File: src/rtl/ocd_lvl_dec_if.sv
// ocd_lvl_dec_if: PWM line in, decoded level/valid/stuck out
interface ocd_lvl_dec_if #(parameter int PAR_MAX_VAL = 100);
   localparam int LW = $clog2(PAR_MAX_VAL + 1);
   logic          pwm_in;
   logic [LW-1:0] lvl;
   logic          valid;
   logic          stuck;
   modport master (output pwm_in, input lvl, valid, stuck);
   modport slave  (input pwm_in, output lvl, valid, stuck);
endinterface

File: src/rtl/ocd_lvl_dec.sv
// ocd_lvl_dec: one-period high-time count of a PWM line, divided back to a level
module ocd_lvl_dec #(
   parameter int CLK_MHZ     = 100,
   parameter int FREQ_KHZ    = 100,
   parameter int PAR_MAX_VAL = 100
) (
   input logic           clk,
   input logic           rst,
   ocd_lvl_dec_if.slave  bus
);
   localparam int CNT_MAX = 1000 * CLK_MHZ / FREQ_KHZ;
   localparam int K       = CNT_MAX / PAR_MAX_VAL;
   localparam int WW      = $clog2(CNT_MAX);
   localparam int HW      = $clog2(CNT_MAX + 1);
   localparam int LW      = $clog2(PAR_MAX_VAL + 1);
   localparam logic [HW-1:0] KV   = HW'(K);
   localparam logic [HW-1:0] PMAX = HW'(PAR_MAX_VAL);
   typedef enum logic {IDLE, DIV} state_t;
   state_t        state_q, state_d;
   logic          sync1_q, sync1_d, s_q, s_d, sp_q, sp_d;
   logic [WW-1:0] wcnt_q, wcnt_d;
   logic [HW-1:0] hcnt_q, hcnt_d, rem_q, rem_d, q_q, q_d;
   logic          ef_q, ef_d, edl_q, edl_d;
   logic [LW-1:0] lvl_q, lvl_d;
   logic          valid_q, valid_d, stuck_q, stuck_d;
   logic          edge_w, win_end;
   always_comb begin
      sync1_d = bus.pwm_in;
      s_d     = sync1_q;
      sp_d    = s_q;
      edge_w  = s_q ^ sp_q;
      win_end = wcnt_q == '0;
      wcnt_d  = win_end ? WW'(CNT_MAX - 1) : wcnt_q - WW'(1);
      hcnt_d  = win_end ? '0 : hcnt_q + HW'(s_q);
      ef_d    = win_end ? 1'b0 : ef_q | edge_w;
      state_d = state_q;
      rem_d   = rem_q;
      q_d     = q_q;
      edl_d   = edl_q;
      lvl_d   = lvl_q;
      stuck_d = stuck_q;
      valid_d = 1'b0;
      if (state_q == IDLE) begin
         if (win_end) begin
            // the closing cycle's sample belongs to the window being latched
            rem_d   = hcnt_q + HW'(s_q);
            q_d     = '0;
            edl_d   = ef_q | edge_w;
            state_d = DIV;
         end
      end else if (rem_q >= KV) begin
         rem_d = rem_q - KV;
         q_d   = q_q + HW'(1);
      end else begin
         lvl_d   = (q_q > PMAX) ? LW'(PAR_MAX_VAL) : q_q[LW-1:0];
         stuck_d = !edl_q;
         valid_d = 1'b1;
         state_d = IDLE;
      end
   end
   always_ff @(posedge clk) begin
      if (rst) begin
         sync1_q <= 1'b0;
         s_q     <= 1'b0;
         sp_q    <= 1'b0;
         wcnt_q  <= WW'(CNT_MAX - 1);
         hcnt_q  <= '0;
         ef_q    <= 1'b0;
         state_q <= IDLE;
         rem_q   <= '0;
         q_q     <= '0;
         edl_q   <= 1'b0;
         lvl_q   <= '0;
         stuck_q <= 1'b0;
         valid_q <= 1'b0;
      end else begin
         sync1_q <= sync1_d;
         s_q     <= s_d;
         sp_q    <= sp_d;
         wcnt_q  <= wcnt_d;
         hcnt_q  <= hcnt_d;
         ef_q    <= ef_d;
         state_q <= state_d;
         rem_q   <= rem_d;
         q_q     <= q_d;
         edl_q   <= edl_d;
         lvl_q   <= lvl_d;
         stuck_q <= stuck_d;
         valid_q <= valid_d;
      end
   end
   assign bus.lvl   = lvl_q;
   assign bus.valid = valid_q;
   assign bus.stuck = stuck_q;
endmodule
File: src/flat_wrapper.sv
// flat-port wrapper written by rule: the top's interface ports become plain ports
module ocd_lvl_dec_flat 
#(
   parameter int CLK_MHZ     = 100,
   parameter int FREQ_KHZ    = 100,
   parameter int PAR_MAX_VAL = 100
)
  (clk, rst, bus_pwm_in, bus_lvl, bus_valid, bus_stuck);
  ocd_lvl_dec_if #(.PAR_MAX_VAL(PAR_MAX_VAL)) bus_i ();
  input logic clk;
  input logic rst;
  input wire logic [$bits(bus_i.pwm_in)-1:0] bus_pwm_in;
  output wire logic [$bits(bus_i.lvl)-1:0] bus_lvl;
  output wire logic [$bits(bus_i.valid)-1:0] bus_valid;
  output wire logic [$bits(bus_i.stuck)-1:0] bus_stuck;
  assign bus_i.pwm_in = bus_pwm_in;
  assign bus_lvl = bus_i.lvl;
  assign bus_valid = bus_i.valid;
  assign bus_stuck = bus_i.stuck;
  ocd_lvl_dec #(.CLK_MHZ(CLK_MHZ), .FREQ_KHZ(FREQ_KHZ), .PAR_MAX_VAL(PAR_MAX_VAL)) u_core (.clk(clk), .rst(rst), .bus(bus_i));
endmodule
File: config.mk
export PLATFORM = sky130hd
export DESIGN_NAME = ocd_lvl_dec_flat
export DESIGN_NICKNAME = d
export VERILOG_FILES = /design/src/rtl/ocd_lvl_dec_if.sv /design/src/rtl/ocd_lvl_dec.sv /design/src/flat_wrapper.sv
export SDC_FILE = /design/constraint.sdc
export NUM_CORES = 1
export LEC_CHECK = 0
export ABC_AREA = 1
export ABC_CLOCK_PERIOD_IN_PS = 3200
export BUFFER_PORTS_ARGS = -buffer_cell sky130_fd_sc_hd__buf_2
export CAP_MARGIN = 5
export CORE_ASPECT_RATIO = 1.5
export CORE_UTILIZATION = 65
export DETAILED_ROUTE_END_ITERATION = 16
export PLACE_DENSITY = 0.84
export SYNTH_ARGS = -nofsm -noshare
export SYNTH_HDL_FRONTEND = slang
export SYNTH_SLANG_ARGS = --single-unit
export TNS_END_PERCENT = 20
File: constraint.sdc
create_clock -name clk -period 3.2 [get_ports clk]
set_input_delay 0.96 -clock clk [delete_from_list [all_inputs] [get_ports clk]]
set_output_delay 0.96 -clock clk [all_outputs]
set_load 0.02 [all_outputs]
# == Word-level counts from Yosys, hierarchy flattened ==
# Index checks and enable logic that the tools add are counted.
# Widths: inputs -> output; s select.
# word_totals
latchBits,0
ramBits,0
mem_bits_ro,0
memories,0
input_bits,3
regBits,55
# op_classes
reduce_logical,8
bitwise,4
magnitude_cmp,2
muxes,11
addsub,4
eq_ne,1
n_shift,0
n_mul,0
div_mod_pow,0
# ops
op,n
$mux 10,6
$add 10x1->10,1
$add 10x1->10 const B,1
$ge 10x4->1 const B,1
$gt 10x7->1 const B,1
$logic_not 10->1,1
$sub 10x1->10 const B,1
$sub 10x4->10 const B,1
$mux 7,1
$reduce_and 2->1,3
$mux 1,4
$reduce_or 2->1,2
$ne 2x2->1 const B,1
$not 1->1,2
$reduce_bool 2->1,1
$logic_not 1->1,1
$or 1x1->1,1
$xor 1x1->1,1

# == Depth between registers and ports, before layout ==
# logic_depth
depth_word,3
ltp_mapped,12
depth_no_buf,12

# == Worst setup path after synthesis ==
# OpenSTA, ideal clock, no wires.
# synth_timing
path_type,input port to flip-flop
from,in rst
to,reg u_core.q_q[3]
required_time_ns,3.126
setup_ns,0.074
path_buffers,2
t_arrival_ns,1.691
setup_slack_ns,1.435
path_stages,5
path_cell_list,buf_2 > inv_1 > clkbuf_1 > nand2_1 > o21ai_0
# synth_rtl
element,line_no,rtl
start: declaration,flat_wrapper.sv:11,input logic rst;
end signal: assignment,ocd_lvl_dec.sv:85,q_q <= q_d;
end: declaration,ocd_lvl_dec.sv:22,"logic [HW-1:0] hcnt_q, hcnt_d, rem_q, rem_d, q_q, q_d;"

# == Worst setup path in the final report ==
# layout_timing
from,in rst
to,reg u_core.wcnt_q[1]
# layout_via
elab_chain_len,1
# layout_rtl
element,line_no,rtl
$reduce_or 2->1 (no source line),n/a,
end signal: assignment,ocd_lvl_dec.sv:66,wcnt_q <= WW'(CNT_MAX - 1);
end signal: assignment,ocd_lvl_dec.sv:80,wcnt_q <= wcnt_d;
end: declaration,ocd_lvl_dec.sv:21,"logic [WW-1:0] wcnt_q, wcnt_d;"
# No other way between the ends.
# A chain may end at the register's enable or synchronous reset.

==> flow_summary.ini <==
[placement]
dpl_cell_area_um2 = 2690
globalplace.congestion = 0.932
port_buffers = 11
dp_hpwl_um = 3660
pre_cts_slack_ns = 0.878

[global_route]
antenna_found_initial = 0
grt_pass1_wl_um = 8430
grt_pass1_vias = 2045
grt.overflow.total = 0
track_usage = 0.267
grt_max_degree = 20

[clock_network]
cts_tree = yes
h-tree-depth = 2
cts.hold.buffers_added = 0
cts_buffer_depth = 2
root_buffer = clkbuf_8
worstSkewPairLatency_ns = 0.30
post_cts_buffers = 0
cts_made_buffers = 5
ctsResizeCount = 0
path_clk_slew_ns = 0.09
cts_sinks = 54

[setup_path]
endpoint_kind = flip-flop
path_delay_family = buffers and inverters
cp.required_ns = 3.45
cpMaxStageDelayCell = nand2_1
r2r_cells = 7
worstPathCellList = buf_2, inv_1, nand2_1, inv_1, nand2_1
cp_num_buf_inv = 3
rrSetupSlack_ns = 1.29
timing.rr.start = u_core.state_q$_SDFF_PP0_
startpoint_type = primary input
criticalPathCategory = in2reg
cp_data_arrival_time_ns = 2.24
r2r-end = u_core.q_q[8]$_SDFFE_PP0P_
cp_slowest_stage_delay_ns = 0.44
crit_path_max_fanout = 19

[synth]
syn_avg_cell_area_um2 = 6.94
synthDistinctLibCells = 33
async_flop_share = 0
synth_warnings = 0
synth_enable_flop_cells = 0
mappedNetlistArea_um2 = 2620
syn_nets = 386
synthesis.instances = 377
yosys_most_used_dff = dfxtp_1
yosysSeqAreaShare = 0.413
synth.ff_latch_count = 54

[route]
postRouteAntennaNets = 0
wirelength_um = 4940
wl_per_cell_um = 11.5
via_per_inst = 5.30
drc_errors = 0
initialDrtViolationCount = 87
detail_route.first_pass.iterations = 4
num_vias = 2280

[power_and_ir_drop]
comb_power_share = 0.026
clkPwrFrac = 0.343
p_per_area_nw_per_um2 = 390
power_switching_mw = 0.227
cellLeakagePower_nw = 1.23
vdd_ir_drop_max_v = 0.000452
internal_power_mw = 0.854
p_sw_frac = 0.210
p_seq_frac = 0.631

[cells_and_area]
nFillCells = 310
drive_gt1_frac = 0.0853
diodes = 0
stdcell_area_um2 = 2770
final_core_util = 0.739
final_nets = 397
syn_to_final_growth_pct = 5.93

[timing]
final_hold_viol_count = 0
fmax_mhz = 502
setup_tns_ns = 0
hold_ws_ns = 0.401
skew_ns = 0.00648
rsz0062_at_grt = false
relSlewSlack = 0.630
setup_ws_ns = 1.21
slew_violations = 0
finalCritPeriodShare = 0.622
tightest_slew_ns = 0.555
final.min_clock_period_ns = 1.99
setup_viol = 0

[floorplan]
fp-row-count = 27
ios = 12
dieWidth_um = 53.8
initial_core_util = 0.697
dieArea_um2 = 4290
core-area_um2 = 3750
die_y_um = 79.7

[hold_path]
hold_depth = 1
hold_path_class = reg2reg
hold_path_startpoint = u_core.wcnt_q[0]$_SDFF_PP1_
holdPathEnd = u_core.wcnt_q[0]$_SDFF_PP1_

[flow_run]
cap_violations = 0

[run_status]
status = complete, no violations
[through the flow]
step / instances / power [mW]
3_5_place_dp: 424 / 0.727
6_report: 430 / 1.08
2_1_floorplan: 377 / 0.722
5_1_grt: 430 / 1.12
3_3_place_gp: 424 / 0.726
4_1_cts: 430 / 1.09
[layer usage]
layer | wire length, µm | track usage | vias up
met4 | 187 | 0.126 | 0
met3 | 130 | 0.0476 | 14
met2 | 2470 | 0.462 | 42
li1 | - | - | 1199
met5 | 0 | 0 | -
met1 | 2160 | 0.301 | 1025
[Yosys cell counts, types with 3 or more instances]
master	instances	area, µm²
o21ai_0	15	75.1
xnor2_1	5	43.8
xor2_1	5	43.8
inv_1	42	158
nor2_2	3	18.8
nor2_1	46	173
nand3_1	25	125
nand4_1	4	25.0
o21bai_1	3	22.5
clkbuf_1	3	11.3
a21oi_1	22	110
nand2_1	119	447
ha_1	6	75.1
dfxtp_1	54	1080
[worst max-delay path by stage]
stage / start / end / slack [ns] / cells past startpoint
final: rst / u_core.wcnt_q[1]$_SDFF_PP1_ / 1.21 / 5
after floorplan: rst / u_core.q_q[3]$_SDFFE_PP0P_ / 1.44 / 5
after global placement: rst / u_core.wcnt_q[9]$_SDFF_PP1_ / 0.91 / 5
after global routing: rst / u_core.wcnt_q[1]$_SDFF_PP1_ / 1.02 / 5
after detailed placement: rst / u_core.wcnt_q[1]$_SDFF_PP1_ / 0.88 / 5
after CTS: rst / u_core.wcnt_q[1]$_SDFF_PP1_ / 1.19 / 5
[power by group through the flow]
stage,clock (mW),sequential (mW),combinational [mW]
2_1_floorplan,0,0.697,0.0249
3_3_place_gp,0,0.697,0.0283
3_5_place_dp,0,0.698,0.0291
4_1_cts,0.379,0.682,0.0293
5_1_grt,0.400,0.683,0.0340
6_report,0.371,0.682,0.0286
[layout make-up]
type / count / area (µm²) / area share
Sequential cell: 54 / 1080 / 0.390
Multi-Input combinational cell: 272 / 1330 / 0.479
Tap cell: 43 / 53.8 / 0.0194
Inverter: 43 / 164 / 0.0592
Timing Repair Buffer: 12 / 62.6 / 0.0226
Clock buffer: 6 / 82.6 / 0.0298
[state kept, by name, summed over array words and instances, names as in the netlist]
name and cells:
u_core.bus.valid 1, u_core.bus.stuck 1, u_core.ef_q 1, u_core.s_q 1, u_core.q_q 10, u_core.wcnt_q 10
u_core.edl_q 1, u_core.hcnt_q 10, u_core.rem_q 9, u_core.s_d 1, u_core.bus.lvl 7, u_core.state_q 1
u_core.sp_q 1
[kinds of logic after synthesis]
logic type,count (synthesis),synth area share
and+or+nand+nor,211,0.349
DFF,54,0.413
buffers and inverters,51,0.0794
AOI/OAI and AO/OA,44,0.0923
adders and majority gates,6,0.0287
xor gates and xnor gates,10,0.0335
muxes,1,0.00383
[layout by cell type (no fill, tap or decap), types with 4 or more instances in the layout]
cell      count
nand4_1       4
nand2_1     119
a21oi_1      22
clkbuf_8      6
nor2_1       46
o21ai_0      15
nand3_1      25
xor2_1        5
inv_1        42
dfxtp_1      54
ha_1          6
buf_2        11
xnor2_1       5
No activity file was read; power rests on OpenSTA's default activity.
